$ cat config.mk
export PLATFORM = sky130hd
export DESIGN_NAME = step_bcd_conv
export DESIGN_NICKNAME = d
export VERILOG_FILES = /design/src/rtl/step_bcd_conv.sv
export SDC_FILE = /design/constraint.sdc
export NUM_CORES = 1
export LEC_CHECK = 0
export BUFFER_PORTS_ARGS = -buffer_cell sky130_fd_sc_hd__buf_2
export CORE_MARGIN = 1.5
export CORE_UTILIZATION = 45
export CTS_CLUSTER_DIAMETER = 50
export CTS_CLUSTER_SIZE = 40
export DETAILED_ROUTE_END_ITERATION = 12
export PLACE_DENSITY = 0.65
export SLEW_MARGIN = 40
export SYNTH_ARGS = -nofsm -noshare
export SYNTH_HDL_FRONTEND = slang
export SYNTH_SLANG_ARGS = --single-unit
export TNS_END_PERCENT = 50
$ cat constraint.sdc
create_clock -name clk -period 1.87 [get_ports clk]
set_input_delay 0.2805 -clock clk [delete_from_list [all_inputs] [get_ports clk]]
set_output_delay 0.2805 -clock clk [all_outputs]
set_load 0.03 [all_outputs]
$ cat src/rtl/step_bcd_conv.sv
// step_bcd_conv: sequential binary-to-BCD converter (double dabble, one bit
// per clock) for a 4-digit display. Inputs above 9999 saturate to 9999.
//
// Ports:
//   clk          system clock, rising edge
//   rst_n        synchronous active-low reset
//   start        request to convert bin_in (ignored while busy)
//   bin_in       unsigned binary value, IN_W bits
//   busy         high from the cycle after acceptance through the done cycle
//   done         one-cycle pulse when new digits become valid
//   ovf          last accepted value exceeded 9999
//   dig0..dig3   BCD ones, tens, hundreds, thousands
module step_bcd_conv #(
    parameter int unsigned IN_W = 14
) (
    input  logic            clk,
    input  logic            rst_n,
    input  logic            start,
    input  logic [IN_W-1:0] bin_in,
    output logic            busy,
    output logic            done,
    output logic            ovf,
    output logic [3:0]      dig0,
    output logic [3:0]      dig1,
    output logic [3:0]      dig2,
    output logic [3:0]      dig3
);

    localparam int unsigned CNT_W = $clog2(IN_W + 1);
    localparam int unsigned BCD_W = 16;

    localparam logic [1:0] IDLE  = 2'd0;
    localparam logic [1:0] SHIFT = 2'd1;
    localparam logic [1:0] DONE  = 2'd2;

    logic [1:0]       state_q, state_d;
    logic [CNT_W-1:0] cnt_q, cnt_d;
    logic [BCD_W-1:0] bcd_q, bcd_d;
    logic [IN_W-1:0]  bin_q, bin_d;
    logic             sat_q, sat_d;
    logic             busy_d, done_d, ovf_d;
    logic [3:0]       dig0_d, dig1_d, dig2_d, dig3_d;

    logic [BCD_W-1:0] bcd_adj;
    logic [BCD_W-1:0] bcd_sh;
    logic [IN_W-1:0]  bin_sh;

    // One double-dabble step: correct nibbles >= 5, then shift {bcd, bin} left.
    always_comb begin
        bcd_adj = bcd_q;
        for (int i = 0; i < 4; i++) begin
            if (bcd_q[4*i +: 4] >= 4'd5) begin
                bcd_adj[4*i +: 4] = bcd_q[4*i +: 4] + 4'd3;
            end
        end
        bcd_sh = {bcd_adj[BCD_W-2:0], bin_q[IN_W-1]};
        bin_sh = {bin_q[IN_W-2:0], 1'b0};
    end

    // Next-state and registered-output logic.
    always_comb begin
        state_d = state_q;
        cnt_d   = cnt_q;
        bcd_d   = bcd_q;
        bin_d   = bin_q;
        sat_d   = sat_q;
        busy_d  = busy;
        done_d  = 1'b0;
        ovf_d   = ovf;
        dig0_d  = dig0;
        dig1_d  = dig1;
        dig2_d  = dig2;
        dig3_d  = dig3;

        case (state_q)
            IDLE: begin
                if (start) begin
                    state_d = SHIFT;
                    cnt_d   = '0;
                    bcd_d   = '0;
                    busy_d  = 1'b1;
                    if (bin_in > IN_W'(9999)) begin
                        bin_d = IN_W'(9999);
                        sat_d = 1'b1;
                    end else begin
                        bin_d = bin_in;
                        sat_d = 1'b0;
                    end
                end
            end
            SHIFT: begin
                bcd_d = bcd_sh;
                bin_d = bin_sh;
                cnt_d = cnt_q + CNT_W'(1);
                // Last shift: publish digits so they appear with done.
                if (cnt_q == CNT_W'(IN_W - 1)) begin
                    state_d = DONE;
                    done_d  = 1'b1;
                    ovf_d   = sat_q;
                    dig0_d  = bcd_sh[3:0];
                    dig1_d  = bcd_sh[7:4];
                    dig2_d  = bcd_sh[11:8];
                    dig3_d  = bcd_sh[15:12];
                end
            end
            DONE: begin
                state_d = IDLE;
                busy_d  = 1'b0;
            end
            default: begin
                state_d = IDLE;
                busy_d  = 1'b0;
            end
        endcase
    end

    // State and output registers.
    always_ff @(posedge clk) begin
        if (!rst_n) begin
            state_q <= IDLE;
            cnt_q   <= '0;
            bcd_q   <= '0;
            bin_q   <= '0;
            sat_q   <= 1'b0;
            busy    <= 1'b0;
            done    <= 1'b0;
            ovf     <= 1'b0;
            dig0    <= 4'd0;
            dig1    <= 4'd0;
            dig2    <= 4'd0;
            dig3    <= 4'd0;
        end else begin
            state_q <= state_d;
            cnt_q   <= cnt_d;
            bcd_q   <= bcd_d;
            bin_q   <= bin_d;
            sat_q   <= sat_d;
            busy    <= busy_d;
            done    <= done_d;
            ovf     <= ovf_d;
            dig0    <= dig0_d;
            dig1    <= dig1_d;
            dig2    <= dig2_d;
            dig3    <= dig3_d;
        end
    end

endmodule

# == Word-level counts from Yosys, hierarchy flattened ==
# Index checks and enable logic that the tools add are counted.
# word_totals
reg_bits,56
inputBits,17
word_cells,53
# classes
add_sub_neg,5
order_cmp,5
n_eq_ne,4
muxes,18
bitwise,1
n_reduce_logical,8
# ops
op,count
16-bit one-hot mux with 2 select lines,1
14-bit 2-to-1 mux,2
14-bit one-hot mux with 2 select lines,1
4-bit by 3-bit >= comparator with 1-bit output (second input constant),4
16-bit 2-to-1 mux,1
4-bit 2-to-1 mux,4
14-bit > comparator (second input constant),1
4-bit by 2-bit adder with 4-bit output (second input constant),3
2-bit AND reduction,6
4-bit one-hot mux with 2 select lines,1
4-bit by 1-bit adder with 4-bit output (second input constant),1
4-bit equality test (second input constant),1
2-bit 2-to-1 mux,2
2-bit inequality test (second input constant),2
2-bit one-hot mux with 2 select lines,1
3-bit by 2-bit adder with 3-bit output (second input constant),1
1-bit 2-to-1 mux,3
3-bit 2-to-1 mux,1
2-bit by 1-bit equality test with 1-bit output (second input constant),1
2-bit zero test,1
1-bit one-hot mux with 2 select lines,1
2-bit nonzero test,1
1-bit NOT,1

# == Logic depth before layout (Yosys ltp) ==
# Gate-level depths: netlist of the first run.
# logic_depth
word_depth,4
ltp_mapped,7

# == Worst setup path after synthesis of the first run ==
# OpenSTA, ideal clock, no wires.
# synth_timing
path_kind,register to register
start,register bcd_q[8]
end,register bcd_q[10]
setup_ns,0.074
arrival_time_ns,1.376
required_ns,1.796
setup_slack_ns,0.419
stages_incl_launch_ff,7
n_path_buf,0
period_less_slack_ns,1.451
cell_sequence,dfxtp_1 -> inv_1 -> ha_1 -> nand2b_1 -> a21oi_1 -> mux2_2 -> o21ai_0
# synth_via
elab_chain_cells,3
# synth_lines
item,line_no,rtl
start: declaration,38,"logic [BCD_W-1:0] bcd_q, bcd_d;"
start signal: assignment,122,bcd_q <= '0;
start signal: assignment,135,bcd_q <= bcd_d;
4-bit by 2-bit adder with 4-bit output / 4-bit by 3-bit >= comparator with 1-bit output (equally long branches),"53, 52",
4-bit 2-to-1 mux (*),52,if (bcd_q[4*i +: 4] >= 4'd5) begin
16-bit one-hot mux with 2 select lines (*),75,case (state_q)
# Every way passes the cells marked *; elsewhere a longest branch is shown, timed or not.
# A chain may end at the register's enable or synchronous reset.

# == Worst setup path in the final report of the first run ==
# layout_timing
start,register bcd_q[0]
end,register bcd_q[2]
# Same word-level chain as after synthesis.

==> results.cfg, run 1 <==
[synth]
yosysTopAreaCell = dfxtp_1
synth-main-ff-cell = dfxtp_1
synth_most_common_cell = dfxtp_1
syn_nets = 309
syn_area_mm2 = 0.00250
synth_commonest_cells = dfxtp_1, nand2_1, o21ai_0
synth_seq_cells = 56
synth_edf_count = 0
yosys.area.top_type_share = 0.448
synth_area_leaders = dfxtp_1, ha_1, o21ai_0
ys_seq_area_frac = 0.448
syn_area_per_cell_um2 = 8.86
yosys_warnings = 0
synth_cell_types = 38
syn-instance-count = 282
async_flop_share = 0

[cells_and_area]
fill_cells = 490
fin_cells = 387
diodes = 0
finalNetCount = 343
design_area_mm2 = 0.00287
multi_input_area_mm2 = 0.00124
postLayoutCoreUtil = 0.548
syn_to_final_growth_pct = 14.9
drive_gt1_frac = 0.186
register_area_mm2 = 0.00112

[outcome]
status = finished clean

[pwr]
p_sw_frac = 0.223
clkPwrFrac = 0.372
p_sw_mw = 0.510
seqPwrFrac = 0.548
peakVddDrop_v = 0.000563
power_mw = 2.28
power_density_mw_per_mm2 = 795
combPwrFrac = 0.080
p_int_mw = 1.77
p_leak_nw = 1.20

[timing]
max_freq_mhz = 602
slew_viol_final = 0
tightest_slew_ps = 539
min_period_ps = 1660
setup_ws_ps = 208
slew_headroom = 0.640
whs_ps = 195
rsz0062_at_grt = no
fin_skew_ps = 7.62
hold_viol = 0
min_period_over_period = 0.889
setup_viol = 0
fin_tns_setup_ps = 0

[placed_design]
gp_congestion = 0.812
place_ws_ps = 256
dp_hpwl_um = 3760
place_area_mm2 = 0.00275
io_buffers = 35
placed_cells = 379

[clock_tree]
cts-root-buf = clkbuf_8
cts_hold_buf = 0
cts.sinks = 56
clk_latency_ps = 300
clk_pin_slew_ps = 100
htreeDepth = 2
cts_resized = 0
cts_tree = done
cts_setup_buffers = 0
cts.path.max_buffers = 2
numCtsBuffers = 5

[routing]
avgRoutedWirePerCell_um = 13.8
drt-initial-drc-count = 61
drt_wl_total_um = 5350
postRouteAntennaNets = 0
via_per_inst = 5.40
vias = 2091
drtPass1Iterations = 5
drc = 0

[critical_path]
arrival_ps = 1890
worstPathRequired_ps = 2100
cp-startpoint = bcd_q[0]
r2r-start = bcd_q[0]
r2r-end = bcd_q[2]
endpoint = bcd_q[2]
rr_worst_depth = 6
critical_path_class = reg -> reg
end_kind = register
path_max_fanout = 5
r2r_setup_slack_ps = 210
crit_path_start_kind = register

[floorplanning]
coreArea_mm2 = 0.00524
row_count = 26
start_util = 0.477
die_area_mm2 = 0.00601
fp.dieW_um = 77.5
ios = 36
dieHeight_um = 77.5

[grt]
grt_pass1_vias = 2021
antenna_found_initial = 0
globalRoute.totalOverflow = 0
grt_pass1_wl_um = 9280
grt_max_degree = 30
grt_usage = 0.192

[min_path]
hold_path_class = in -> reg

[job]
max_cap_violations = 0
[layer usage]
metal  part of all wire  routed length, um  GRT usage
met5                  0                  0          0
met4              0.012                 65     0.0727
met3              0.051                272     0.0388
met2               0.47               2500      0.317
met1               0.47               2520      0.247
[layout make-up]
class,count,share of cell area
Clock buffer,7,0.0335
Clock inverter,1,0.0105
Sequential cell,56,0.390
Multi-Input combinational cell,195,0.431
Timing Repair Buffer,42,0.0836
Tap cell,70,0.0305
Inverter,16,0.0209
[state kept, by name, indices dropped and copies added (netlist names), 2 cells and up]
name	count
dig0	4
dig1	4
dig3	4
bin_q	14
bcd_q	16
cnt_q	4
dig2	4
state_q	2
[worst min path at each step]
stage	startpoint	endpoint	cells past startpoint
floorplan	bin_in[10]	bin_q[10]	2
global placement	bcd_q[13]	bcd_q[13]	2
detailed placement	dig3[2]	dig3[2]	2
CTS	bin_in[9]	bin_q[9]	3
global route	bin_in[3]	bin_q[3]	3
finish	bin_in[9]	bin_q[9]	3
[critical path, stage by stage, from the launching register on]
cell      delay [ps]
dfxtp_1          360
inv_1            100
ha_1             250
nand2b_1         100
a21oi_1          250
mux2_2           390
o21ai_0          140
[kinds of logic (layout without fill, tap and decap cells)]
family / count (synthesis) / in the layout / synth area share
buffers and inverters: 31 / 66 / 0.0566
AO/OA/AOI/OAI: 84 / 84 / 0.215
multiplexers: 6 / 6 / 0.0260
XOR/XNOR: 4 / 4 / 0.0140
adder cells (fa/ha/maj): 10 / 10 / 0.0501
flip-flops: 56 / 56 / 0.448
AND/OR/NAND/NOR: 91 / 91 / 0.190
[power groups by stage]
stage	Combinational [mW]	Sequential [mW]	Clock, mW
floorplan	0.118	1.27	0
global placement	0.182	1.28	0
detailed placement	0.183	1.28	0
CTS	0.184	1.25	0.873
global route	0.208	1.26	0.924
finish	0.182	1.25	0.850
[cell usage in the layout (no fill, tap or decap), types with 4 or more instances in the layout]
cell type	instances
dfxtp_1	56
buf_2	35
nand2_1	28
o21ai_0	24
a21oi_1	21
inv_1	16
nor2_1	15
nand3_1	12
ha_1	10
a21boi_0	9
o22ai_1	8
nor3b_1	8
nor2b_1	8
clkbuf_8	7
o221ai_1	6
buf_4	6
nand2b_1	5
o211a_1	5
mux2_2	4
xnor2_1	4
nor3_1	4
a22oi_1	4
No activity file was read; power rests on OpenSTA's default activity.
==> inputs of run 2 (changes only) <==
==> constraint.sdc (replaced) <==
create_clock -name clk -period 1.7 [get_ports clk]
set_input_delay 0.255 -clock clk [delete_from_list [all_inputs] [get_ports clk]]
set_output_delay 0.255 -clock clk [all_outputs]
set_load 0.03 [all_outputs]
==> results.cfg, run 2 (synthesis results as in run 1) <==
[timing]
setup_ws_ps = 140
whs_ps = 174
rsz0062_at_grt = no
fin_tns_setup_ps = 0
setup_viol = 0
fin_skew_ps = 9.50
slew_viol_final = 0
max_freq_mhz = 641
min_period_over_period = 0.917
slew_headroom = 0.752
hold_viol = 0
min_period_ps = 1560
tightest_slew_ps = 373

[clock_tree]
cts_hold_buf = 0
cts_setup_buffers = 0
clk_latency_ps = 310
cts-root-buf = clkbuf_8
cts.path.max_buffers = 2
cts_tree = done
cts.sinks = 56
clk_pin_slew_ps = 100
numCtsBuffers = 5
htreeDepth = 2

[pwr]
p_leak_nw = 1.21
power_density_mw_per_mm2 = 838
power_mw = 2.43
peakVddDrop_v = 0.000466

[cells_and_area]
register_area_mm2 = 0.00112
diodes = 0
fill_cells = 506
syn_to_final_growth_pct = 16.1
drive_gt1_frac = 0.210
finalNetCount = 345
multi_input_area_mm2 = 0.00127
postLayoutCoreUtil = 0.554
largest_register = bcd_q
final_common_cell = dfxtp_1
largest_reg_flops = 16
fin_cells = 389
final_cell_mix = dfxtp_1, buf_2, nand2_1, o21ai_0, a21oi_1
design_area_mm2 = 0.00290
reg.largest.list = bcd_q (16), bin_q (14)

[critical_path]
end_kind = register
crit_path_start_kind = register
crit_buf_inv = 1
worstPathRequired_ps = 1940
cp_cell_sequence = inv_1 > ha_2 > nand2b_1 > a21oi_2 > mux2_2 > o21ai_1
crit_family = multiplexers
arrival_ps = 1800
path_max_fanout = 5
cp_slowest_cell = mux2_2
slowest_delay_ps = 370
critical_path_class = reg -> reg

[placed_design]
placed_cells = 381
place_ws_ps = 6.91
gp_congestion = 0.793
dp_hpwl_um = 3850
io_buffers = 35
place_area_mm2 = 0.00276

[grt]
grt_usage = 0.184
globalRoute.totalOverflow = 0
antenna_found_initial = 0
grt_pass1_vias = 1909
grt_pass1_wl_um = 8910
grt_max_degree = 23

[routing]
vias = 2086
via_per_inst = 5.36
drt_wl_total_um = 5270
postRouteAntennaNets = 0
drtPass1Iterations = 4
avgRoutedWirePerCell_um = 13.5
drc = 0
drt-initial-drc-count = 103

[floorplanning]
start_util = 0.477
fp.dieW_um = 77.5
coreArea_mm2 = 0.00524
ios = 36
die_area_mm2 = 0.00601
row_count = 26
dieHeight_um = 77.5

[outcome]
status = finished clean

[job]
max_cap_violations = 0

[min_path]
hold_path_class = in -> reg
==> run 2: cell count changes in the layout (fill, tap and decap cells not counted), sizes merged <==
| cell | change |
|---|---|
| buf | +2 |
| clkinv | +1 |
| clkbuf | -1 |
==> run 2: repair_timing <==
item,in CTS,in global routing
pin swaps,0,1
gates resized for setup,1,8
setup endpoints to repair,1,7
cloned,0,0
==> run 2: cell type report <==
type                            instances  share of cell area
Sequential cell                        56               0.386
Clock buffer                            6              0.0250
Multi-Input combinational cell        195               0.438
Inverter                               16              0.0207
Tap cell                               70              0.0302
Clock inverter                          2              0.0121
Timing Repair Buffer                   44              0.0880
==> run 2: report_power, final <==
group / internal, mW / switching [mW] / total, mW / leakage (nW)
Combinational: 0.0853 / 0.120 / 0.205 / 0.696
Clock: 0.438 / 0.415 / 0.853 / 0.0552
Sequential: 1.35 / 0.0235 / 1.37 / 0.455
==> run 2: per-layer routing <==
| layer | GRT usage | vias to the layer above | share of wire |
|---|---|---|---|
| met5 | 0 | - | 0 |
| met4 | 0.0491 | 0 | 0.0089 |
| met3 | 0.0353 | 6 | 0.030 |
| met2 | 0.318 | 46 | 0.48 |
| met1 | 0.235 | 969 | 0.48 |
| li1 | - | 1065 | - |
==> run 2: final timing paths <==
path              slack [ps]         to       from  cells after the start
setup reg to reg         140   bcd_q[2]   bcd_q[0]                      6
hold / removal           170   bin_q[0]  bin_in[0]                      3
hold reg to reg          460  bcd_q[13]  bcd_q[13]                      2
setup / recovery         140   bcd_q[2]   bcd_q[0]                      6
==> run 2: worst min-delay path, delay by kind of cell <==
kind,cells,cell delay (ps)
AOI/OAI and AO/OA,1,50
buffers and inverters,2,130
